[src/rtl/interval_timer_ctrl.sv]
// Command-driven interval timer: prescaled up-counter with terminal match,
// one-shot or periodic operation, and a single-cycle registered match pulse.
//
//   state | meaning
//   IDLE  | stopped; LOAD/CLEAR reset count, START begins counting
//   RUN   | counting on prescaler ticks; busy=1
//   PAUSE | counting suspended; count and prescaler held
//   DONE  | one-shot finished; commands refused for this single cycle
module interval_timer_ctrl #(
  parameter int WIDTH      = 4,
  parameter int PRESCALE_W = 4
) (
  input  logic                  clk,
  input  logic                  reset,
  input  logic                  cmd_valid,
  output logic                  cmd_ready,
  input  logic [1:0]            cmd_op,
  input  logic [WIDTH-1:0]      cmd_data,
  input  logic                  periodic,
  input  logic [PRESCALE_W-1:0] prescale,
  output logic [WIDTH-1:0]      count,
  output logic                  busy,
  output logic                  match
);

  typedef enum logic [1:0] {IDLE, RUN, PAUSE, DONE} state_t;

  localparam logic [1:0] OP_LOAD  = 2'b00;
  localparam logic [1:0] OP_START = 2'b01;
  localparam logic [1:0] OP_STOP  = 2'b10;
  localparam logic [1:0] OP_CLEAR = 2'b11;

  state_t                state;
  logic [WIDTH-1:0]      terminal;
  logic [PRESCALE_W-1:0] prescaler;
  logic [PRESCALE_W-1:0] prescale_l;
  logic                  periodic_l;
  logic                  accept;
  logic                  tick;

  assign cmd_ready = (state != DONE);
  assign accept    = cmd_valid && cmd_ready;
  assign tick      = (state == RUN) && (prescaler == prescale_l);

  always_ff @(posedge clk) begin
    if (reset) begin
      state      <= IDLE;
      count      <= '0;
      terminal   <= '1;
      prescaler  <= '0;
      prescale_l <= '0;
      periodic_l <= 1'b0;
      busy       <= 1'b0;
      match      <= 1'b0;
    end else begin
      match <= 1'b0;
      case (state)
        IDLE: begin
          if (accept) begin
            case (cmd_op)
              OP_LOAD: begin
                terminal <= cmd_data;
                count    <= '0;
              end
              OP_START: begin
                state      <= RUN;
                busy       <= 1'b1;
                prescaler  <= '0;
                periodic_l <= periodic;
                prescale_l <= prescale;
              end
              OP_CLEAR: count <= '0;
              default: ;
            endcase
          end
        end
        RUN: begin
          // An accepted command swallows a coincident tick: no increment, no match.
          if (accept) begin
            case (cmd_op)
              OP_STOP: begin
                state <= PAUSE;
                busy  <= 1'b0;
              end
              OP_CLEAR: begin
                count     <= '0;
                prescaler <= '0;
              end
              OP_LOAD: begin
                terminal  <= cmd_data;
                prescaler <= tick ? '0 : prescaler + 1'b1;
              end
              default: prescaler <= tick ? '0 : prescaler + 1'b1;
            endcase
          end else if (tick) begin
            prescaler <= '0;
            if (count != terminal) begin
              count <= count + 1'b1;
            end else begin
              match <= 1'b1;
              if (periodic_l) begin
                count <= '0;
              end else begin
                state <= DONE;
                busy  <= 1'b0;
              end
            end
          end else begin
            prescaler <= prescaler + 1'b1;
          end
        end
        PAUSE: begin
          if (accept) begin
            case (cmd_op)
              OP_START: begin
                state      <= RUN;
                busy       <= 1'b1;
                periodic_l <= periodic;
                prescale_l <= prescale;
              end
              OP_CLEAR: begin
                state     <= IDLE;
                count     <= '0;
                prescaler <= '0;
              end
              OP_LOAD: terminal <= cmd_data;
              default: ;
            endcase
          end
        end
        default: state <= IDLE;
      endcase
    end
  end

endmodule

[config.mk]
export PLATFORM = sky130hd
export DESIGN_NAME = interval_timer_ctrl
export DESIGN_NICKNAME = d
export VERILOG_FILES = /design/src/rtl/interval_timer_ctrl.sv
export SDC_FILE = /design/constraint.sdc
export NUM_CORES = 1
export LEC_CHECK = 0
export CORE_AREA = 2 2 70 72
export CTS_CLUSTER_DIAMETER = 50
export DETAILED_ROUTE_END_ITERATION = 16
export DIE_AREA = 0 0 72 74
export GPL_ROUTABILITY_DRIVEN = 0
export HOLD_SLACK_MARGIN = 0.08
export PLACE_DENSITY = 0.49
export SLEW_MARGIN = 0
export SYNTH_ARGS = -nofsm -noshare
export SYNTH_HDL_FRONTEND = slang
export SYNTH_SLANG_ARGS = --single-unit
[constraint.sdc]
create_clock -name clk -period 1.75 [get_ports clk]
set_clock_uncertainty 0.05 [all_clocks]
set_input_delay 0.175 -clock clk [delete_from_list [all_inputs] [get_ports clk]]
set_output_delay 0.175 -clock clk [all_outputs]
set_load 0.005 [all_outputs]
Yosys cells after proc, flatten, opt, wreduce, memory -nomap -nowiden
Cells that the tools add are included.

cells by class
  mux-type cells = 36
  $add $sub $neg = 2
  bitwise gates (word level) = 2
  equality and inequality tests = 22
  reduce and logical (&&, ||, !) cells = 16

operator list
  cell                 number
  $mux 4               14
  $pmux 4 s3           2
  $mux 2               8
  $ne 3x3->1 const B   4
  $reduce_and 6->1     2
  $ne 2x2->1 const B   5
  $add 4x1->4 const B  2
  $mux 1               8
  $pmux 4 s2           1
  $reduce_and 8->1     1
  $reduce_and 7->1     1
  $eq 2x2->1 const B   3
  $ne 2x1->1 const B   3
  $ne 3x2->1 const B   2
  $pmux 2 s3           1
  $reduce_and 3->1     2
  $eq 2x1->1 const B   2
  $eq 4x4->1           1
  $logic_not 2->1      2
  $ne 4x3->1 const B   1
  $ne 4x4->1           1
  $pmux 2 s2           1
  $reduce_or 2->1      2
  $reduce_or 4->1      1
  other kinds (6)      8

word-level totals
  output and inout bits = 7
  word-level logic and storage cells = 86
  input bits = 14
  register bits after elaboration = 21

Longest topological paths before layout
Gate-level depths: netlist of the first run.

  depth in word-level cells = 6
  mapped depth = 7
  depth with buffers taken out = 7

Worst setup path after synthesis of the first run
Ideal clock, no wire load.

  path kind = register to register
  start point = reg state[0]
  end point = reg prescaler[2]
  required time = 1583 ps
  arrival time = 1656 ps
  cell stages (with the launch flop) = 8
  path slack = -73 ps
  path buffers = 0
  path through = dfxtp_1 inv_1 ha_1 nor2_2 nor2_1 or4_4 a21oi_2 o21ai_1

between the ends
  cells in the longest elaborated chain, start to end = 6
  elaborated cells between the ends (all ways) = 17
  classes of those cells = 8 x eq/ne; 4 x mux; 5 x reduce/logical

ends and longest elaborated chain
  what                      RTL line    source
  start: declaration        33          state_t state;
  start signal: assignment  47          state <= IDLE;
  start signal: assignment  66          state <= RUN;
  start signal: assignment  82          state <= PAUSE;
  $eq 2x1->1                43, 57
  $logic_and 1x1->1         43          assign tick = (state == RUN) && (prescaler == prescale_l);
  $mux 4                    91, 93, 95
  $pmux 4 s2                80          case (cmd_op)
  $mux 4                    79          if (accept) begin
  $pmux 4 s3                57          case (state)
  end signal: assignment    91          prescaler <= tick ? '0 : prescaler + 1'b1;
  end signal: assignment    93          default: prescaler <= tick ? '0 : prescaler + 1'b1;
  end signal: assignment    109         prescaler <= prescaler + 1'b1;
  end: declaration          35          logic [PRESCALE_W-1:0] prescaler;

Parallel ways exist; a longest one is shown, timed or not.
A chain may end at the register's enable or synchronous reset.

Worst setup path in the final report of the first run
  start point = reg state[0]
  end point = reg state[1]

between the ends
  cells in the longest elaborated chain, start to end = 4
  elaborated cells between the ends (all ways) = 17
  classes of those cells = 11 x eq/ne; 2 x mux; 4 x reduce/logical

ends and longest elaborated chain
  what                                                             RTL line
  $ne 2x2->1 or $eq 2x1->1 (tied branches)                         41, 43, 57
  $logic_and 1x1->1 (on tied branches)                             42, 43
  $ne 3x2->1 (no source line) (tied with other cells)              --
  $reduce_and 8->1 (no source line) or $pmux 2 s3 (tied branches)  --

Parallel ways exist; a longest one is shown, timed or not.

==> results of run 1 <==
-- cell type report --
class	count	area (um^2)	share of cell area
multi-input cells	125	946	0.481
well taps	54	67.6	0.0343
inverters	7	31.3	0.0159
repair buffers	53	449	0.228
clock inverters	1	5.00	0.00254
clock buffers	3	41.3	0.0210
flip-flops and latches	21	428	0.217
-- worst min-delay path by stage --
stage | start | endpoint | slack [ns]
6_report | prescale[0] | prescale_l[0] | 0.41
5_1_grt | periodic | periodic_l | 0.42
4_1_cts | prescale[0] | prescale_l[0] | 0.41
3_5_place_dp | terminal[2] | terminal[2] | 0.44
3_3_place_gp | terminal[1] | terminal[1] | 0.43
2_1_floorplan | periodic | periodic_l | 0.26
-- timing repair --
item / CTS / global route
pin swaps: 7 / 5
setup endpoints to repair: 12 / 11
buffers inserted: 2 / 1
gates resized for setup: 21 / 5
-- state kept, by name (all words and copies together), names as in the netlist --
signal	flops
count	4
prescale_l	4
prescaler	4
terminal	4
state	2
busy	1
match	1
periodic_l	1
-- tightest hold or removal path, stage by stage --
cell and delay, ns:
clkdlybuf4s50_1 0.39, nand2_1 0.06, a21oi_1 0.05
-- placed cells by master, fill, tap and decap left out, types with 5 or more instances in the layout --
cell type	count
buf_4	32
inv_1	5
a21oi_1	8
and3_1	6
a211o_1	5
nand2_1	17
ha_1	6
clkdlybuf4s50_1	18
nand3_1	6
nor2_1	7
nand2b_1	6
xnor2_1	8
dfxtp_1	19
o21ai_0	7
-- cell families after synthesis --
group | count (synthesis) | share of synthesized area
AO/OA/AOI/OAI | 38 | 0.194
buffers and inverters | 11 | 0.0322
AND/OR/NAND/NOR | 67 | 0.293
adder cells (fa/ha/maj) | 10 | 0.0946
multiplexers | 2 | 0.0151
flip-flops | 21 | 0.318
XOR/XNOR | 8 | 0.0530
-- layer usage --
metal	GRT usage	vias to the layer above
met3	0.0312	6
met4	0.0461	0
met5	0	-
met2	0.262	31
li1	-	672
met1	0.172	629
-- per-stage QoR --
step	instance area, um^2	util	hold slack [ns]
2_1_floorplan	1340	-	0.261
3_3_place_gp	1820	0.396	0.427
3_5_place_dp	1820	0.396	0.440
4_1_cts	1950	0.423	0.406
5_1_grt	1970	0.428	0.418
6_report	1970	0.428	0.409
-- power by group through the flow --
stage	clock network [mW]	registers, mW	logic [mW]
6_report	0.336	0.557	0.824
5_1_grt	0.366	0.563	0.901
4_1_cts	0.346	0.558	0.797
3_5_place_dp	0	0.549	0.739
3_3_place_gp	0	0.547	0.722
2_1_floorplan	0	0.545	0.452
==> metrics.md, run 1 <==
| Metric | Value |
|---|---|
| CTS tree | `built` |
| Layout fillers | `442` |
| Die Y | `74 um` |
| Async SR Flop Fraction | `0` |
| DP Wirelength | `2.75 mm` |
| Routed vias/inst | `5.07` |
| Starting DRT DRC Count | `64` |
| Clock buffer depth | `2` |
| WL/cell | `13.6 um` |
| Final setup violation count | `4` |
| Pin count of the biggest net entering global routing | `19` |
| Syn nets | `181` |
| Post-synthesis sequential area ratio | `0.318` |
| DRC viols | `0` |
| H-Tree Depth | `1` |
| CP cell instances | `ha_4, nor2b_2, buf_4, a21boi_0, o21ai_0, and3_1, mux2i_1` |
| Num CTS Buffers | `3` |
| Antenna violations before repair | `0` |
| GR Util All Layers | `0.145` |
| First-pass GRT wire length | `about 6.1 mm` |
| CP peak stage delay | `0.37 ns` |
| Min cycle time layout | `1.77 ns` |
| Reg2reg end | `state[1]` |
| Fraction of layout cells with a size suffix above 1 | `0.295` |
| Worst Tran Pin Value | `0.281 ns` |
| Mapped cell area | `0.00132 mm^2` |
| WL met3 | `132 um` |
| Min-delay worst type | `primary input to register` |
| Routed Antenna Nets | `0` |
| Final Cycle Share | `1.01` |
| CP Capture Point | `state[1]` |
| Non-filler instance count after layout | `264` |
| Setup crit start | `state[0]` |
| Average cell area after synthesis | `8.42 um^2` |
| Sequential share of power | `0.324` |
| Synthesis-stage register bit count | `21` |
| Cells after DPL | `257` |
| Top_reg_cell synth | `dfxtp_1` |
| Hold path cells | `3` |
| Startpoint Class | `register` |
| Dpl ws | `-0.340 ns` |
| RSZ-0062 raised after global routing | `yes` |
| Setup TNS | `-0.0538 ns` |
| Rel. slew slack | `0.811` |
| Post-synth cell types | `47` |
| Via count | `~1,300` |
| Clock share of power | `0.196` |
| Area delta synth->final | `48.8%` |
| Grt total ovfl | `0` |
| Combinational group share of total power | `0.480` |
| Final net count | `235` |
| Switching share of power | `0.359` |
| Main area contributors after synthesis | `dfxtp_1 32%, ha_1 9.5%, xnor2_1 5.3%` |
| Port buffer count | `20` |
| CTS clk-pin slew, worst paths | `0.09 ns` |
| Reg2Reg Depth | `7` |
| Critical path buffer and inverter count | `1` |
| Highest clock rate | `0.566 GHz` |
| Area leader, netlist | `dfxtp_1` |
| Crit path max fanout | `7` |
| Number of global-route vias before repair | `around 1,400` |
| First drt pass iteration count | `4` |
| Crit. path cell count | `7` |
| # hold bufs at CTS | `0` |
| Clock root cell | `clkbuf_8` |
| Most common cell in the netlist | `dfxtp_1` |
| Most common library cells after synthesis | `21 x dfxtp_1, 17 x nand2_1, 10 x ha_1, 10 x o21ai_0` |
| Post-synthesis instance total | `between 150 and 200` |
| Core ar. | `about 0.0046 mm^2` |
| Slew Viols, Final | `0` |
| CP Data Arrival Time | `1.91 ns` |
| Status | `finished, violations left` |
| Critical path class | `register to register` |
| Power, Total | `1.72 mW` |
| Clock Latency Late Sink | `0.26 ns` |
| Met2 WL post-DR | `around 1.7 mm` |
| Reg2reg setup slack | `-0.02 ns` |
| Int Power | `1.10 mW` |
| Die area | `0.00533 mm^2` |
| Rows | `25` |
| Worst path slowest cell | `dfxtp_4` |
| Post-synth top area share | `0.318` |
| Failing checks | `negative setup slack` |
| Pwr/cell area | `872 mW/mm^2` |
| Final Hold Vio Count | `0` |
| Maximum VDD drop | `0.345 mV` |
| Max-Cap Viols | `0` |
| WL met1 | `around 1.7 mm` |
| Cell leakage power | `0.765 nW` |
| Worst Path Required | `1.89 ns` |
| NetSw | `616 uW` |
| # IOs | `21` |
| Yosys Warn Count | `0` |
| Worst Slack Setup Final | `-0.0162 ns` |
| Ant diodes | `0` |
| Post-synth EDFFs | `0` |
| Top routing layer in use | `met4` |
| Die X | `72 um` |
| Clock sink count | `21` |
| Crit Reg-Reg Startpoint | `state[0]` |
| Total wire length | `3.58 mm` |
| Crit. End Element | `register` |
| Cell family with most CP delay | `simple AND/OR/NAND/NOR gates` |
| Initial Util | `0.288` |
(Power assumes the default switching activity.)
==> inputs of run 2 (changes only) <==
HOLD_SLACK_MARGIN = 0.12   (was 0.08)
==> results of run 2 <==
Same layout as run 1: the final DEF is identical, and so are final timing and power.
